`src/rtl/execid_sequencer_if.sv`:
```
// Command/response bus of the execution-ID sequencer.
//   cmd_valid/cmd_ready/cmd_op          : command handshake (op 0=ZERO 1=INC 2=DESCEND 3=ASCEND)
//   res_valid/res_ready/res_id/res_err  : response handshake carrying the resulting ID
// master: command issuer / response consumer; slave: the sequencer.
interface execid_sequencer_if #(
    parameter int WIDTH = 32
) ();
    logic             cmd_valid;
    logic             cmd_ready;
    logic [1:0]       cmd_op;
    logic             res_valid;
    logic             res_ready;
    logic [WIDTH-1:0] res_id;
    logic             res_err;

    modport master (
        output cmd_valid, cmd_op, res_ready,
        input  cmd_ready, res_valid, res_id, res_err
    );

    modport slave (
        input  cmd_valid, cmd_op, res_ready,
        output cmd_ready, res_valid, res_id, res_err
    );
endinterface

```
`src/rtl/execid_sequencer.sv`:
```
// Execution-ID sequencer: owns the running ID register and applies
// ZERO / INC / DESCEND / ASCEND commands, scanning one 8-bit slot per cycle.
// Slot i is id[8i+7:8i]; the highest slot is the outermost nesting level,
// the lowest nonzero slot is the innermost active level.
// Ports:
//   clk, rst  : clock, synchronous active-high reset
//   bus       : command/response handshake (slave side)
//   id_cur    : current ID register
//   depth     : active nesting depth (NSLOTS - lowest nonzero index, 0 if id==0)
//   err       : sticky error flag
//   err_code  : code of first error (1=NO_ACTIVE 2=OVERFLOW 3=FULL)
module execid_sequencer #(
    parameter int WIDTH    = 32,
    parameter int SLOTBITS = 8
) (
    input  logic                                   clk,
    input  logic                                   rst,
    execid_sequencer_if.slave                      bus,
    output logic [WIDTH-1:0]                       id_cur,
    output logic [$clog2(WIDTH/SLOTBITS+1)-1:0]    depth,
    output logic                                   err,
    output logic [1:0]                             err_code
);
    localparam int NSLOTS = WIDTH / SLOTBITS;
    localparam int IW     = $clog2(NSLOTS);
    localparam int DW     = $clog2(NSLOTS + 1);

    localparam logic [IW-1:0]       IDX_LAST = IW'(NSLOTS - 1);
    localparam logic [IW-1:0]       IDX_ONE  = IW'(1);
    localparam logic [SLOTBITS-1:0] SLOT_ONE = SLOTBITS'(1);
    localparam logic [SLOTBITS-1:0] SLOT_MAX = '1;

    if (SLOTBITS != 8 || WIDTH < 16 || (WIDTH % SLOTBITS) != 0) begin : g_bad_params
        $error("execid_sequencer: WIDTH must be a multiple of 8 and >= 16, SLOTBITS must be 8");
    end

    typedef enum logic [1:0] {IDLE, SCAN, UPDATE, RESP} state_t;
    typedef enum logic [1:0] {OP_ZERO, OP_INC, OP_DESCEND, OP_ASCEND} op_t;
    typedef enum logic [1:0] {E_NONE, E_NO_ACTIVE, E_OVERFLOW, E_FULL} err_t;

    state_t              state_q, state_d;
    op_t                 op_q;
    logic [IW-1:0]       k_q, lo_q, hi_q, up_idx;
    logic                lo_v_q, hi_v_q, last_slot;
    logic [WIDTH-1:0]    id_q, res_id_q, id_new;
    logic                res_err_q, err_q, found;
    logic [DW-1:0]       depth_q, depth_new;
    err_t                err_code_q, code_new;
    logic [SLOTBITS-1:0] scan_slot, lo_slot, up_slot;

    assign scan_slot = id_q[k_q*SLOTBITS +: SLOTBITS];
    assign last_slot = (k_q == IDX_LAST);
    // Clamp so the slot read stays in range; the lo==last case is rejected anyway.
    assign up_idx    = (lo_q == IDX_LAST) ? lo_q : lo_q + IDX_ONE;
    assign lo_slot   = id_q[lo_q*SLOTBITS +: SLOTBITS];
    assign up_slot   = id_q[up_idx*SLOTBITS +: SLOTBITS];

    assign bus.cmd_ready = (state_q == IDLE);
    assign bus.res_valid = (state_q == RESP);
    assign bus.res_id    = res_id_q;
    assign bus.res_err   = res_err_q;
    assign id_cur        = id_q;
    assign depth         = depth_q;
    assign err           = err_q;
    assign err_code      = err_code_q;

    always_ff @(posedge clk) begin
        if (rst) state_q <= IDLE;
        else     state_q <= state_d;
    end

    always_comb begin
        state_d = state_q;
        case (state_q)
            IDLE:    if (bus.cmd_valid) state_d = SCAN;
            SCAN:    if (last_slot)     state_d = UPDATE;
            UPDATE:  state_d = RESP;
            RESP:    if (bus.res_ready) state_d = IDLE;
            default: state_d = IDLE;
        endcase
    end

    // Candidate new ID and error code from the scan results.
    always_comb begin
        id_new   = id_q;
        code_new = E_NONE;
        case (op_q)
            OP_ZERO: id_new = '0;
            OP_INC: begin
                if (!lo_v_q)                code_new = E_NO_ACTIVE;
                else if (lo_slot == SLOT_MAX) code_new = E_OVERFLOW;
                else id_new[lo_q*SLOTBITS +: SLOTBITS] = lo_slot + SLOT_ONE;
            end
            OP_DESCEND: begin
                if (!hi_v_q) code_new = E_FULL;
                else id_new[hi_q*SLOTBITS +: SLOTBITS] = SLOT_ONE;
            end
            OP_ASCEND: begin
                if (!lo_v_q) code_new = E_NO_ACTIVE;
                else if (lo_q == IDX_LAST || up_slot == SLOT_MAX) code_new = E_OVERFLOW;
                else begin
                    id_new[lo_q*SLOTBITS +: SLOTBITS]   = '0;
                    id_new[up_idx*SLOTBITS +: SLOTBITS] = up_slot + SLOT_ONE;
                end
            end
            default: ;
        endcase
        if (code_new != E_NONE) id_new = id_q;
    end

    always_comb begin
        depth_new = '0;
        found     = 1'b0;
        for (int unsigned i = 0; i < NSLOTS; i++) begin
            if (!found && id_new[i*SLOTBITS +: SLOTBITS] != '0) begin
                depth_new = DW'(NSLOTS - i);
                found     = 1'b1;
            end
        end
    end

    always_ff @(posedge clk) begin
        if (rst) begin
            op_q       <= OP_ZERO;
            k_q        <= '0;
            lo_q       <= '0;
            hi_q       <= '0;
            lo_v_q     <= 1'b0;
            hi_v_q     <= 1'b0;
            id_q       <= '0;
            res_id_q   <= '0;
            res_err_q  <= 1'b0;
            depth_q    <= '0;
            err_q      <= 1'b0;
            err_code_q <= E_NONE;
        end else begin
            case (state_q)
                IDLE: if (bus.cmd_valid) begin
                    op_q   <= op_t'(bus.cmd_op);
                    k_q    <= '0;
                    lo_v_q <= 1'b0;
                    hi_v_q <= 1'b0;
                end
                SCAN: begin
                    if (scan_slot != '0 && !lo_v_q) begin
                        lo_v_q <= 1'b1;
                        lo_q   <= k_q;
                    end
                    // Ascending scan: the last zero seen is the highest zero slot.
                    if (scan_slot == '0) begin
                        hi_v_q <= 1'b1;
                        hi_q   <= k_q;
                    end
                    k_q <= k_q + IDX_ONE;
                end
                UPDATE: begin
                    id_q      <= id_new;
                    res_id_q  <= id_new;
                    res_err_q <= (code_new != E_NONE);
                    depth_q   <= depth_new;
                    if (code_new != E_NONE && !err_q) begin
                        err_q      <= 1'b1;
                        err_code_q <= code_new;
                    end
                end
                default: ;
            endcase
        end
    end
endmodule

```
`src/flat_wrapper.sv`:
```
// flat-port wrapper written by rule: the top's interface ports become plain ports
module execid_sequencer_flat 
#(
    parameter int WIDTH    = 32,
    parameter int SLOTBITS = 8
)
  (clk, rst, id_cur, depth, err, err_code, bus_cmd_valid, bus_cmd_op, bus_res_ready, bus_cmd_ready, bus_res_valid, bus_res_id, bus_res_err);
  execid_sequencer_if #(.WIDTH(WIDTH)) bus_i ();
  input  logic clk;
  input  logic rst;
  output logic [WIDTH-1:0] id_cur;
  output logic [$clog2(WIDTH/SLOTBITS+1)-1:0] depth;
  output logic err;
  output logic [1:0] err_code;
  input wire logic [$bits(bus_i.cmd_valid)-1:0] bus_cmd_valid;
  input wire logic [$bits(bus_i.cmd_op)-1:0] bus_cmd_op;
  input wire logic [$bits(bus_i.res_ready)-1:0] bus_res_ready;
  output wire logic [$bits(bus_i.cmd_ready)-1:0] bus_cmd_ready;
  output wire logic [$bits(bus_i.res_valid)-1:0] bus_res_valid;
  output wire logic [$bits(bus_i.res_id)-1:0] bus_res_id;
  output wire logic [$bits(bus_i.res_err)-1:0] bus_res_err;
  assign bus_i.cmd_valid = bus_cmd_valid;
  assign bus_i.cmd_op = bus_cmd_op;
  assign bus_i.res_ready = bus_res_ready;
  assign bus_cmd_ready = bus_i.cmd_ready;
  assign bus_res_valid = bus_i.res_valid;
  assign bus_res_id = bus_i.res_id;
  assign bus_res_err = bus_i.res_err;
  execid_sequencer #(.WIDTH(WIDTH), .SLOTBITS(SLOTBITS)) u_core (.clk(clk), .rst(rst), .bus(bus_i), .id_cur(id_cur), .depth(depth), .err(err), .err_code(err_code));
endmodule
```
`config.mk`:
```
export PLATFORM = sky130hd
export DESIGN_NAME = execid_sequencer_flat
export DESIGN_NICKNAME = d
export VERILOG_FILES = /design/src/rtl/execid_sequencer_if.sv /design/src/rtl/execid_sequencer.sv /design/src/flat_wrapper.sv
export SDC_FILE = /design/constraint.sdc
export NUM_CORES = 1
export LEC_CHECK = 0
export CORE_MARGIN = 1.5
export CORE_UTILIZATION = 49
export DETAILED_ROUTE_END_ITERATION = 10
export GPL_TIMING_DRIVEN = 1
export PLACE_DENSITY = 0.78
export SYNTH_ARGS = -nofsm -noshare
export SYNTH_HDL_FRONTEND = slang
export SYNTH_SLANG_ARGS = --single-unit
```
`constraint.sdc`:
```
create_clock -name clk -period 3.65 [get_ports clk]
set_input_delay 0.9125 -clock clk [delete_from_list [all_inputs] [get_ports clk]]
set_output_delay 0.9125 -clock clk [all_outputs]
set_load 0.05 [all_outputs]
```
==> results of run 1 <==
==> registers in the layout, summed over array words and instances (netlist names) <==
signal and cells:
u_core.id_cur 32, u_core.bus.res_err 1, u_core.hi_v_q 1, u_core.op_q 2, u_core.depth 3, u_core.state_q 2
u_core.err 1, u_core.err_code 2, u_core.k_q 2, u_core.hi_q 2, u_core.lo_q 2, u_core.lo_v_q 1
==> cells in the mapped netlist, types with 13 or more instances <==
cell type / n / area, µm²
nor2_1: 79 / 296.5
dfxtp_1: 51 / 1021
buf_4: 34 / 255.2
a21oi_1: 33 / 165.2
nand2_1: 32 / 120.1
a211oi_1: 22 / 165.2
inv_1: 22 / 82.58
nand3_1: 21 / 105.1
nor3_1: 20 / 100.1
clkbuf_1: 17 / 63.81
o21ai_0: 17 / 85.08
ha_1: 16 / 200.2
o22ai_1: 15 / 93.84
mux4_2: 13 / 292.8
==> metrics by stage <==
| stage | setup WS [ns] | area, µm² |
|---|---|---|
| 2_1_floorplan | 0.04308 | 4333 |
| 3_3_place_gp | 0.07715 | 5336 |
| 3_5_place_dp | 0.05282 | 5336 |
| 4_1_cts | 0.03403 | 5428 |
| 5_1_grt | 0.01806 | 5494 |
| 6_report | 0.1425 | 5494 |
==> kinds of logic after synthesis <==
group                    after synthesis  synth area share, %
AND/OR/NAND/NOR                      205                23.26
flip-flops                            51                23.60
buffers and inverters                 81                10.76
multiplexers                          23                10.24
AO/OA/AOI/OAI                        159                25.69
adder cells (fa/ha/maj)               16                4.628
XOR/XNOR                               9                1.822
==> area by class of cell <==
cell class                      count  area [µm²]
Fill cell                         778        3142
Multi-Input combinational cell    412        2894
Timing Repair Buffer              141        1269
Sequential cell                    51        1022
Tap cell                          108       135.1
Inverter                           22       82.58
Clock buffer                        5       68.82
Clock inverter                      3       22.52
==> layout by cell type (no fill, tap or decap), types with 4 or more instances in the layout <==
master	netlist	routed
dfxtp_1	51	50
a21oi_1	33	33
nor2b_1	4	4
nand2b_1	4	4
a22oi_1	10	10
nor4_1	12	12
a21o_1	5	5
o221ai_1	7	6
o21ai_0	17	17
clkdlybuf4s50_1	0	77
o21a_1	5	5
or2_2	4	4
xor2_1	6	6
buf_4	34	61
mux2i_1	6	6
o2bb2ai_1	4	4
and2_1	4	4
o211ai_1	5	5
a211oi_1	22	21
o22ai_1	15	15
nor2_1	79	79
mux4_2	13	13
clkbuf_8	0	5
nand3_1	21	20
nor3_1	20	20
a32oi_1	4	4
inv_1	22	22
ha_1	16	13
a31oi_1	4	4
o21ai_1	5	5
nand2_1	32	32
==> per-layer routing <==
layer | share of wire, % | vias to the layer above | global-route usage (%) | wire [µm]
met5 | 0 | - | 0 | 0
met1 | 38 | 2337 | 50.16 | 6920
met2 | 43 | 414 | 57.40 | 7777
li1 | - | 2194 | - | -
met4 | 4.5 | 0 | 16.50 | 814
met3 | 14 | 90 | 12.50 | 2583
==> timing repair <==
item | CTS | global route
endpoints found under the hold margin | 0 | 0
setup endpoints to repair | 0 | 3
resized for setup | 0 | 12
buffers inserted | 0 | 1
hold buffers | 0 | 0
==> worst max-delay path: cells and delay by family, from the launching register on <==
kind	cells	cell delay [ns]
flip-flops	1	0.33
buffers and inverters	2	0.29
AO/OA/AOI/OAI	4	0.93
adder cells (fa/ha/maj)	2	0.51
multiplexers	1	0.54
AND/OR/NAND/NOR	4	0.79
==> path summary, 6_finish.rpt <==
| kind | from | slack, ns | cells after the start | end |
|---|---|---|---|---|
| worst min register to register | u_core.bus.res_err$_SDFFE_PP0P_ | 0.47 | 2 | u_core.bus.res_err$_SDFFE_PP0P_ |
| worst max register to register | u_core.lo_q[1]$_SDFFE_PP0P_ | 0.14 | 13 | u_core.depth[0]$_SDFFE_PP0P_ |
| worst max-delay path | u_core.lo_q[1]$_SDFFE_PP0P_ | 0.14 | 13 | u_core.depth[0]$_SDFFE_PP0P_ |
| worst min-delay path | u_core.bus.res_err$_SDFFE_PP0P_ | 0.47 | 2 | u_core.bus.res_err$_SDFFE_PP0P_ |
==> report_power, final <==
group	total (µW)	internal, µW	switching, µW
clock network	380	140	240
logic	2830	976	1860
registers	940	698	242
==> flow_summary.yaml, run 1 <==
global_route:
  grt_max_degree: 30
  grt_pass1_vias: 4875
  track_usage_pct: 38.22
  antenna_found_initial: 0
  grt_overflow_total: 0
  grt_pass1_wl_mm: 27.98
power_and_ir_drop:
  p_total_uw: 4154
  ir_drop_v: 0.0005343
  power_density_nw_per_um2: 756.2
  leakage_uw: 0.002032
sta:
  fin_crit_ns: 3.508
  slew_headroom_pct: 39.90
  max_freq_mhz: 285.1
  hold_violations: 0
  finalSetupTns_ns: 0
  fin_skew_ns: 0.008995
  rsz0062_at_grt: "no"
  fin_hold_ws_ns: 0.4748
  drv_slew: 0
  worst_pin_slew_ns: 0.8997
  setup_viol: 0
  min_period_over_period_pct: 96.10
placed_design:
  gp_congestion: 1.127
  hpwl_mm: 13.95
  dpl.cell_count: 733
  io_buffer_count: 78
setup_path:
  crit_type: "register to register"
  crit_arrival_ns: 3.71
  crit_path_top_delay_cell: "mux4_2"
  path_cells: "inv_1, ha_4, mux4_2, ha_1, and3_1, a21oi_1, a311oi_1, nor3_1, buf_4, and2_1, and4_1, o21ba_2, o31ai_2"
  critPathRequiredTime_ns: 3.85
  critPathLaunchType: "register"
  end_kind: "register"
  worstPathMaxFanout: 5
  critPathMaxStageDelay_ns: 0.54
drt:
  first_pass_iters: 6
  drc_errors: 0
  wl_per_cell_um: 24.39
  drt-initial-drc-count: 556
  ant_nets: 0
  via_count: 5035
  wl_mm: 18.10
  vias_per_cell: 6.786
status:
  outcome: "finished, final reports clean"
min_path:
  min-delay-path-class: "register to register"
synthesis:
  ys_ff_latch: 51
  ys_types: 66
  ys.flop_type: "dfxtp_1"
  ys_seq_area_share_pct: 23.60
  yosys_warnings: 0
  syn-num-nets: 566
  synth_cells: 544
  async_flop_share_pct: 0
  synth_edf_count: 0
  syn_avg_cell_area_um2: 7.951
  synth_area_um2: 4325
finish:
  antenna_cells: 0
  fin_util_pct: 63.62
  layout.cells.non_filler: 742
  syn_to_final_growth_pct: 27.02
  post_route_cells_drive_above_1_share_pct: 17.03
  nNetsFinal: 655
clock_network:
  insertion_delay_ns: 0.33
  cts.sinks: 51
  ctsHtreeMaxLevel: 2
  numCtsBuffers: 5
  clk_pin_slew_ns: 0.12
  tritoncts: "built"
  clk_path_buf_depth: 2
  cts_root_buffer: "clkbuf_8"
floorplanning:
  die_area_um2: 9400
  rows: 34
  ios: 79
  initial_utilization_pct: 50.09
  chipWidth_um: 96.96
  die_h_um: 96.96
  core_um2: 8636
flow_run:
  drv_cap: 0
Power figures use the tool's default switching activity.
==> run 2: changes to the inputs <==
--- a/config.mk
+++ b/config.mk
@@ -5,6 +5,7 @@
 export SDC_FILE = /design/constraint.sdc
 export NUM_CORES = 1
 export LEC_CHECK = 0
+export CAP_MARGIN = 20
 export CORE_MARGIN = 1.5
 export CORE_UTILIZATION = 49
 export DETAILED_ROUTE_END_ITERATION = 10
==> results of run 2 <==
Same layout as run 1: the final DEF is identical, and so are final timing and power.
